$ cat src/rtl/rc4_decrypt_engine.sv
// RC4 PRGA decrypt phase: walks MSG_LEN encrypted ROM bytes against the key-scheduled S RAM,
// writes plaintext to decrypted RAM and aborts on the first non-printable byte.
module rc4_decrypt_engine #(
    parameter  int unsigned MSG_LEN = 32,
    localparam int unsigned KW      = ($clog2(MSG_LEN) < 1) ? 1 : $clog2(MSG_LEN)
) (
    input  logic          clk,
    input  logic          rst,
    input  logic          Decrypt_Start,
    output logic          Decrypt_Finish,
    output logic          Decrypt_Valid,
    output logic [7:0]    s_addr,
    output logic [7:0]    s_data,
    output logic          s_wren,
    input  logic [7:0]    s_q,
    output logic [KW-1:0] enc_addr,
    input  logic [7:0]    enc_q,
    output logic [KW-1:0] dec_addr,
    output logic [7:0]    dec_data,
    output logic          dec_wren
);

    localparam logic [KW-1:0] K_LAST = KW'(MSG_LEN - 1);

    typedef enum logic [3:0] {
        ST_IDLE, ST_RD_I, ST_LD_I, ST_RD_J, ST_LD_J, ST_WR_I,
        ST_WR_J, ST_RD_F, ST_LD_F, ST_WR_OUT, ST_DONE
    } state_t;

    state_t        r_state, w_state_n;
    logic [7:0]    r_i, r_j, r_si, r_sj;
    logic [7:0]    w_i_n, w_j_n, w_si_n, w_sj_n;
    logic [KW-1:0] r_k, w_k_n;
    logic          r_ok, w_ok_n;
    logic          r_valid, w_valid_n;
    logic          r_finish, w_finish_n;
    logic [7:0]    r_s_addr, w_s_addr_n;
    logic [7:0]    r_s_data, w_s_data_n;
    logic          r_s_wren, w_s_wren_n;
    logic [KW-1:0] r_enc_addr, w_enc_addr_n;
    logic [KW-1:0] r_dec_addr, w_dec_addr_n;
    logic [7:0]    r_dec_data, w_dec_data_n;
    logic          r_dec_wren, w_dec_wren_n;
    logic          w_printable;

    // Byte under write in WR_OUT is lowercase a..z or space
    assign w_printable = ((r_dec_data >= 8'h61) && (r_dec_data <= 8'h7A)) || (r_dec_data == 8'h20);

    // Outputs are registered from the next state, so each value is present during its own state
    always_comb begin
        w_state_n    = r_state;
        w_i_n        = r_i;
        w_j_n        = r_j;
        w_si_n       = r_si;
        w_sj_n       = r_sj;
        w_k_n        = r_k;
        w_ok_n       = r_ok;
        w_valid_n    = r_valid;
        w_finish_n   = 1'b0;
        w_s_addr_n   = 8'd0;
        w_s_data_n   = 8'd0;
        w_s_wren_n   = 1'b0;
        w_enc_addr_n = '0;
        w_dec_addr_n = '0;
        w_dec_data_n = 8'd0;
        w_dec_wren_n = 1'b0;
        case (r_state)
            ST_IDLE: begin
                if (Decrypt_Start) begin
                    w_state_n  = ST_RD_I;
                    w_i_n      = 8'd0;
                    w_j_n      = 8'd0;
                    w_k_n      = '0;
                    w_ok_n     = 1'b1;
                    w_valid_n  = 1'b0;
                    w_s_addr_n = 8'd1;
                end
            end
            ST_RD_I: begin
                w_state_n = ST_LD_I;
                w_i_n     = r_i + 8'd1;
            end
            ST_LD_I: begin
                w_state_n  = ST_RD_J;
                w_si_n     = s_q;
                w_j_n      = r_j + s_q;
                w_s_addr_n = r_j + s_q;
            end
            ST_RD_J: w_state_n = ST_LD_J;
            ST_LD_J: begin
                w_state_n  = ST_WR_I;
                w_sj_n     = s_q;
                w_s_addr_n = r_i;
                w_s_data_n = s_q;
                w_s_wren_n = 1'b1;
            end
            ST_WR_I: begin
                w_state_n    = ST_WR_J;
                w_s_addr_n   = r_j;
                w_s_data_n   = r_si;
                w_s_wren_n   = 1'b1;
                w_enc_addr_n = r_k;
            end
            ST_WR_J: begin
                w_state_n    = ST_RD_F;
                w_s_addr_n   = r_si + r_sj;
                w_enc_addr_n = r_k;
            end
            ST_RD_F: w_state_n = ST_LD_F;
            ST_LD_F: begin
                // s_q is the keystream byte, enc_q the ROM byte addressed during RD_F
                w_state_n    = ST_WR_OUT;
                w_dec_addr_n = r_k;
                w_dec_data_n = s_q ^ enc_q;
                w_dec_wren_n = 1'b1;
            end
            ST_WR_OUT: begin
                w_k_n = r_k + KW'(1);
                if (!w_printable) begin
                    w_state_n  = ST_DONE;
                    w_ok_n     = 1'b0;
                    w_valid_n  = 1'b0;
                    w_finish_n = 1'b1;
                end else if (r_k == K_LAST) begin
                    w_state_n  = ST_DONE;
                    w_valid_n  = r_ok;
                    w_finish_n = 1'b1;
                end else begin
                    w_state_n  = ST_RD_I;
                    w_s_addr_n = r_i + 8'd1;
                end
            end
            ST_DONE: w_state_n = ST_IDLE;
            default: w_state_n = ST_IDLE;
        endcase
    end

    always_ff @(posedge clk) begin
        if (rst) begin
            r_state    <= ST_IDLE;
            r_i        <= 8'd0;
            r_j        <= 8'd0;
            r_si       <= 8'd0;
            r_sj       <= 8'd0;
            r_k        <= '0;
            r_ok       <= 1'b0;
            r_valid    <= 1'b0;
            r_finish   <= 1'b0;
            r_s_addr   <= 8'd0;
            r_s_data   <= 8'd0;
            r_s_wren   <= 1'b0;
            r_enc_addr <= '0;
            r_dec_addr <= '0;
            r_dec_data <= 8'd0;
            r_dec_wren <= 1'b0;
        end else begin
            r_state    <= w_state_n;
            r_i        <= w_i_n;
            r_j        <= w_j_n;
            r_si       <= w_si_n;
            r_sj       <= w_sj_n;
            r_k        <= w_k_n;
            r_ok       <= w_ok_n;
            r_valid    <= w_valid_n;
            r_finish   <= w_finish_n;
            r_s_addr   <= w_s_addr_n;
            r_s_data   <= w_s_data_n;
            r_s_wren   <= w_s_wren_n;
            r_enc_addr <= w_enc_addr_n;
            r_dec_addr <= w_dec_addr_n;
            r_dec_data <= w_dec_data_n;
            r_dec_wren <= w_dec_wren_n;
        end
    end

    assign Decrypt_Finish = r_finish;
    assign Decrypt_Valid  = r_valid;
    assign s_addr         = r_s_addr;
    assign s_data         = r_s_data;
    assign s_wren         = r_s_wren;
    assign enc_addr       = r_enc_addr;
    assign dec_addr       = r_dec_addr;
    assign dec_data       = r_dec_data;
    assign dec_wren       = r_dec_wren;

endmodule

$ cat config.mk
export PLATFORM = sky130hd
export DESIGN_NAME = rc4_decrypt_engine
export DESIGN_NICKNAME = d
export VERILOG_FILES = /design/src/rtl/rc4_decrypt_engine.sv
export SDC_FILE = /design/constraint.sdc
export NUM_CORES = 1
export LEC_CHECK = 0
export CAP_MARGIN = 10
export CELL_PAD_IN_SITES_DETAIL_PLACEMENT = 1
export CELL_PAD_IN_SITES_GLOBAL_PLACEMENT = 1
export CORE_AREA = 4 4 97 99
export CTS_BUF_LIST = sky130_fd_sc_hd__clkbuf_8
export DETAILED_ROUTE_END_ITERATION = 12
export DIE_AREA = 0 0 101 103
export PLACE_DENSITY_LB_ADDON = 0.1
export RECOVER_POWER = 50
export SYNTH_ARGS = -nofsm -noshare
export SYNTH_HDL_FRONTEND = slang
export SYNTH_SLANG_ARGS = --single-unit
export TNS_END_PERCENT = 10
$ cat constraint.sdc
create_clock -name clk -period 4.23 [get_ports clk]
set_clock_uncertainty 0.2 [all_clocks]
set_input_delay 1.269 -clock clk [delete_from_list [all_inputs] [get_ports clk]]
set_output_delay 1.269 -clock clk [all_outputs]
set_load 0.01 [all_outputs]
== Word level (Yosys, flattened, before mapping) ==
Cells that the tools add are included.

* $add $sub $neg: 4
* Magnitude comparators: 2
* Equal/unequal tests: 14
* Multiplexer cells: 25
* Bitwise logic cells: 4
* Reduce and logical (&&, ||, !) cells: 16

{| class="wikitable"
|+ Operators with widths
! kind !! count
|-
| one-hot mux 8 bit (2 select lines) || 3
|-
| one-hot mux 8 bit (6 select lines) || 1
|-
| one-hot mux 4 bit (10 select lines) || 1
|-
| two-way mux 8 bit || 3
|-
| adder 8 bit || 2
|-
| equality test 4 x 3 -> 1 bit, second input constant || 4
|-
| two-way mux 4 bit || 3
|-
| two-way mux 1 bit || 10
|-
| one-hot mux 5 bit (2 select lines) || 1
|-
| OR reduction 2 bit || 5
|-
| adder 8 x 1 -> 8 bit, second input constant || 1
|-
| equality test 4 x 2 -> 1 bit, second input constant || 2
|-
| equality test 4 bit, second input constant || 2
|-
| equality test 8 x 6 -> 1 bit, second input constant || 1
|-
| greater-or-equal comparator 8 x 7 -> 1 bit, second input constant || 1
|-
| <= comparator 8 x 7 -> 1 bit, second input constant || 1
|-
| XOR 8 bit || 1
|-
| AND reduction 2 bit || 3
|-
| AND reduction 3 bit || 2
|-
| nonzero test 2 bit || 3
|-
| adder 5 x 1 -> 5 bit, second input constant || 1
|-
| equality test 5 bit, second input constant || 1
|-
| two-way mux 5 bit || 1
|-
| equality test 4 x 1 -> 1 bit, second input constant || 1
|-
| other kinds (7) || 11
|}

* Register bits: 80
* Input bits: 19
* Word-level logic and storage cells: 81

== Depth between registers and ports, before layout ==
* Depth in word-level cells: 5
* Mapped depth: 7
* Gate-level depth less buffers: 7

== Worst setup path before layout ==
Ideal clock, no wire load.

* Path type: input-to-reg
* Start point: in s_q[0]
* End point: reg r_s_addr[6] (netlist: s_addr[6])
* Library setup time: 0.140 ns
* Arrival: 2.665 ns
* Required time: 3.890 ns
* Setup slack: 1.225 ns
* Stages on the path: 7
* Path through: ha_1 fa_1 a21oi_1 o21ai_0 mux2i_1 a311oi_1 a31oi_1

* Word-level cells in the longest chain between the ends: 2

{| class="wikitable"
|+ Ends and longest elaborated chain
! element !! line !! text
|-
| start: declaration || 15 || <nowiki>input logic [7:0] s_q,</nowiki>
|-
| adder 8 bit || 87 || <nowiki>w_s_addr_n = r_j + s_q;</nowiki>
|-
| one-hot mux 8 bit (6 select lines) || 67 || <nowiki>case (r_state)</nowiki>
|-
| end signal: assignment || 166 || <nowiki>r_s_addr <= w_s_addr_n;</nowiki>
|-
| end: declaration || 37 || <nowiki>logic [7:0] r_s_addr, w_s_addr_n;</nowiki>
|}

No other way between the ends.
A chain may end at the register's enable or synchronous reset.

== Worst setup path after layout ==
* Start point: in rst
* End point: reg r_ok

{| class="wikitable"
|+ RTL lines
! element !! line !! text
|-
| start: declaration || 8 || <nowiki>input logic rst,</nowiki>
|-
| end signal: assignment || 163 || <nowiki>r_ok <= w_ok_n;</nowiki>
|-
| end: declaration || 34 || <nowiki>logic r_ok, w_ok_n;</nowiki>
|}

No word-level cell between the ends.

==> summary.md <==
| Metric | Value |
|---|---|
| Status | `finished with violations` |
| Failing checks | `max-capacitance violations, max-slew violations` |
| Area occupied by multi-input gates | `~2000 sq um` |
| Maximum number of pins on one net before global-route repair | `36` |
| I/O pin cnt | `57` |
| Cell family with most CP delay | `buffers and inverters` |
| Final GP Congestion | `roughly 0.9` |
| Number of flip-flops and latches in the synthesized netlist | `80` |
| CP Max Fanout | `35` |
| Height of the chip | `about 100 um` |
| Count of synthesis-stage warnings from yosys | `0` |
| Average cell area after synthesis | `about 8.5 sq um` |
| PwrDens | `341.1 nW/um^2` |
| Crit path kind | `input port to flop` |
| Number of buffers inserted by port buffering | `56` |
| Ratio of cells with drive above 1 in the final layout | `under 10%` |
| Worst path setup slack after routing | `approximately 0.80 ns` |
| Overall fraction of global-route tracks in use | `a little over a fifth` |
| Design Power | `~1600 uW` |
| CTS Hold Bufs | `0` |
| Post-route non-filler standard cell count | `around 600` |
| Crit-path cells | `clkbuf_1 -> clkbuf_1 -> nor3_1` |
| Number of max-capacitance violations reported | `2` |
| Horizontal extent of the die | `just over 100 um` |
| Buffer cell driving the clock tree root | `sky130_fd_sc_hd__clkbuf_8` |
| Number of max-slew violations in the final report | `46` |
| Data required time at the worst endpoint | `between 4 and 5 ns` |
| P_leak | `0.001677 uW` |
| Number of cells produced by synthesis | `445` |
| Number of antenna violations at the first check in global routing | `0` |
| Initial standard-cell utilization of the core | `approximately 44%` |
| Number of buffers added by the clock tree synthesis step | `9` |
| Clock tree from TritonCTS | `done` |
| Startpoint type of the worst setup path | `input port` |
| Worst IR Drop VDD | `around 0.00019 V` |
| Sequential cell area fraction in the yosys report | `42.52%` |
| Total Routed Length | `10.84 mm` |
| Drt via density | `5.569` |
| Setup slack of the worst register-to-register path | `0.92 ns` |
| Most repeated library cell on the critical path | `sky130_fd_sc_hd__clkbuf_1` |
| Total of cells resized after clock tree synthesis | `0` |
| Number of synthesized flops with an enable pin | `0` |
| Cell area after synthesis | `between 3000 and 4000 sq um` |
| Hold crit path type | `flop to flop` |
| Via count of the routed design | `3386` |
| Core box area | `~8600 sq um` |
| Number of H-tree levels | `3` |
| Number of buffers and inverters on the critical path | `2` |
| Data arrival, critical path | `between 3 and 4 ns` |
| HPWL Detailed | `around 7.8 mm` |
| Synthesized netlist net count | `483` |
| Worst-margin pin slew | `about 1.6 ns` |
| Final layout net count | `roughly 530` |
| Wire length of the first global-routing pass | `17.71 mm` |
| Layout overhead on the synthesized area | `21.56%` |
| Std cell rows | `34` |
| Worst max-slew margin expressed relative to the limit | `-7.215%` |
| Hold violation count in the final report | `0` |
| Highest clock frequency the design can meet | `0.2917 GHz` |
| Cell count after placement | `between 500 and 600` |
| GRT overflow | `0` |
| Register clock-pin slew on the reported worst setup and hold paths | `roughly 0.09 ns` |
| Kind of end point of the critical path | `flop` |
| Setup total negative slack | `0 ns` |
| Post-layout min period | `roughly 3.4 ns` |
| Detail Route Antenna Nets | `0` |
| Number of endpoints failing setup at the final stage | `0` |
| Sequential cell area | `between 1500 and 2000 sq um` |
| Setup repair after global routing missed its margin | `no` |
| Post-CTS Setup Bufs | `0` |
| Max Root-Sink Buffers | `2` |
| Synth cell types | `50` |
| Routed length per instance | `roughly 18 um` |
| Fraction of registers with async set or reset after synthesis | `0%` |
| Clock tree sinks | `80` |
| Number of search-and-repair iterations in the first detailed-routing pass | `6` |
| Number of global-route vias before repair | `3353` |
| ANT cells | `0` |
| Filler Cells Inserted | `1038` |
| Final worst path period share | `about four fifths` |
| Max stage delay on crit path | `about 1.2 ns` |
| Clock latency on the worst-skew pair | `0.34 ns` |
| Count of unresolved DRC violations after routing | `0` |
| Total die area | `10400 sq um` |
| Prevailing post-synth register cell | `sky130_fd_sc_hd__dfxtp_1` |
| Slowest-stage cell, CP | `sky130_fd_sc_hd__clkbuf_1` |
| Post-placement setup slack | `between 0.4 and 0.5 ns` |
| Number of DRC markers after the initial detailed-route iteration | `about 130` |
## Yosys cell counts, types with 2 or more instances
cell type	number	share of area, %
sky130_fd_sc_hd__dfxtp_1	80	43
sky130_fd_sc_hd__nand2_1	74	7.4
sky130_fd_sc_hd__a21oi_1	55	7.3
sky130_fd_sc_hd__nor2_1	36	3.6
sky130_fd_sc_hd__ha_1	17	5.6
sky130_fd_sc_hd__clkbuf_1	15	1.5
sky130_fd_sc_hd__o21ai_0	15	2.0
sky130_fd_sc_hd__xnor2_1	15	3.5
sky130_fd_sc_hd__nand3_1	14	1.9
sky130_fd_sc_hd__and2_1	12	2.0
sky130_fd_sc_hd__nor3_1	8	1.1
sky130_fd_sc_hd__a31oi_1	7	1.2
sky130_fd_sc_hd__inv_1	7	0.70
sky130_fd_sc_hd__xor2_1	7	1.6
sky130_fd_sc_hd__buf_2	6	0.80
sky130_fd_sc_hd__nand3b_1	6	1.2
sky130_fd_sc_hd__a222oi_1	5	1.3
sky130_fd_sc_hd__or3_1	5	0.83
sky130_fd_sc_hd__a22oi_1	4	0.80
sky130_fd_sc_hd__and3_1	4	0.66
sky130_fd_sc_hd__a211o_1	3	0.70
sky130_fd_sc_hd__a211oi_1	3	0.60
sky130_fd_sc_hd__a41oi_1	3	0.70
sky130_fd_sc_hd__nand4_1	3	0.50
sky130_fd_sc_hd__nor2b_1	3	0.50
sky130_fd_sc_hd__nor4b_1	3	0.70
sky130_fd_sc_hd__or2_2	3	0.50
sky130_fd_sc_hd__a21o_1	2	0.40
sky130_fd_sc_hd__fa_1	2	1.1
sky130_fd_sc_hd__mux2i_1	2	0.53
sky130_fd_sc_hd__nand2b_1	2	0.33
sky130_fd_sc_hd__nor3b_1	2	0.40
sky130_fd_sc_hd__o2111ai_1	2	0.47
sky130_fd_sc_hd__o211ai_1	2	0.40
sky130_fd_sc_hd__o21a_1	2	0.40
sky130_fd_sc_hd__o21bai_1	2	0.40
## worst min-delay path, delay by kind of cell (launching register included)
kind	cells	cell delay (ns)
AND/OR/NAND/NOR	1	0.05
flip-flops	1	0.32
AO/OA/AOI/OAI	1	0.05
## sequential cells by signal (all words and copies together), names as in the netlist
| signal | cells |
|---|---|
| r_state | 4 |
| r_si | 8 |
| r_sj | 8 |
| enc_addr | 5 |
| r_k | 5 |
| dec_addr | 5 |
| s_data | 8 |
| r_i | 8 |
| dec_wren | 1 |
| Decrypt_Valid | 1 |
| dec_data | 8 |
| r_j | 8 |
| s_addr | 8 |
| r_ok | 1 |
| Decrypt_Finish | 1 |
| s_wren | 1 |
## placed cells by master, fill, tap and decap left out, types with 3 or more instances in the layout
master,count
sky130_fd_sc_hd__a211o_1,3
sky130_fd_sc_hd__a211oi_1,3
sky130_fd_sc_hd__a21oi_1,55
sky130_fd_sc_hd__a222oi_1,5
sky130_fd_sc_hd__a22oi_1,4
sky130_fd_sc_hd__a31oi_1,7
sky130_fd_sc_hd__a41oi_1,3
sky130_fd_sc_hd__and2_0,9
sky130_fd_sc_hd__and2_1,3
sky130_fd_sc_hd__and3_1,4
sky130_fd_sc_hd__buf_4,4
sky130_fd_sc_hd__clkbuf_8,9
sky130_fd_sc_hd__clkdlybuf4s50_1,54
sky130_fd_sc_hd__dfxtp_1,80
sky130_fd_sc_hd__ha_1,17
sky130_fd_sc_hd__inv_1,8
sky130_fd_sc_hd__nand2_1,74
sky130_fd_sc_hd__nand3_1,14
sky130_fd_sc_hd__nand3b_1,6
sky130_fd_sc_hd__nand4_1,3
sky130_fd_sc_hd__nor2_1,36
sky130_fd_sc_hd__nor2b_1,3
sky130_fd_sc_hd__nor3_1,8
sky130_fd_sc_hd__o21ai_0,15
sky130_fd_sc_hd__or3_1,5
sky130_fd_sc_hd__xnor2_1,15
sky130_fd_sc_hd__xor2_1,7
## final cells by class
cell class	count	area share, %
well taps	108	2.952
multi-input cells	336	44.38
clock buffers	9	2.706
repair buffers	61	12.85
flip-flops and latches	80	34.98
clock inverters	7	1.558
inverters	7	0.5739
## per-stage QoR
step | utilization [%] | hold slack [ns] | cell area (sq um)
after global routing | 53.54 | 0.2913 | 4578
after CTS | 53.78 | 0.2689 | 4598
after global placement | 51.49 | 0.2460 | 4403
after floorplan | - | 0.2400 | 3766
final | 53.54 | 0.2652 | 4578
after detailed placement | 51.49 | 0.2576 | 4403
## logic make-up after synthesis
family	count (synthesis)	share of synthesized area, %
AOI/OAI and AO/OA	112	18.27
xor gates and xnor gates	22	5.116
adders and majority gates	19	6.711
buffers and inverters	29	3.289
DFF	80	42.53
muxes	2	0.5316
and+or+nand+nor	181	23.55
## layer usage
| layer | up-vias | part of all wire (%) | track usage [%] | wire length, um |
|---|---|---|---|---|
| met3 | 10 | 3.5 | 2.436 | 378 |
| met1 | 1651 | 45 | 28.49 | 4872 |
| met4 | 0 | 1.5 | 6.033 | 165 |
| met2 | 60 | 50 | 38.43 | 5427 |
| met5 | - | 0 | 0 | 0 |
| li1 | 1665 | - | - | - |
## final timing paths
path,from,to,cells past startpoint
hold reg to reg,r_sj[5],r_sj[5],2
setup reg to reg,r_state[3],s_addr[7],5
setup / recovery,rst,r_ok,3
hold / removal,r_sj[5],r_sj[5],2
## report_power, final
group	internal [uW]	switching, uW
combinational	78.8	115
clock	273	295
sequential	773	27.7
(Power assumes the default switching activity.)
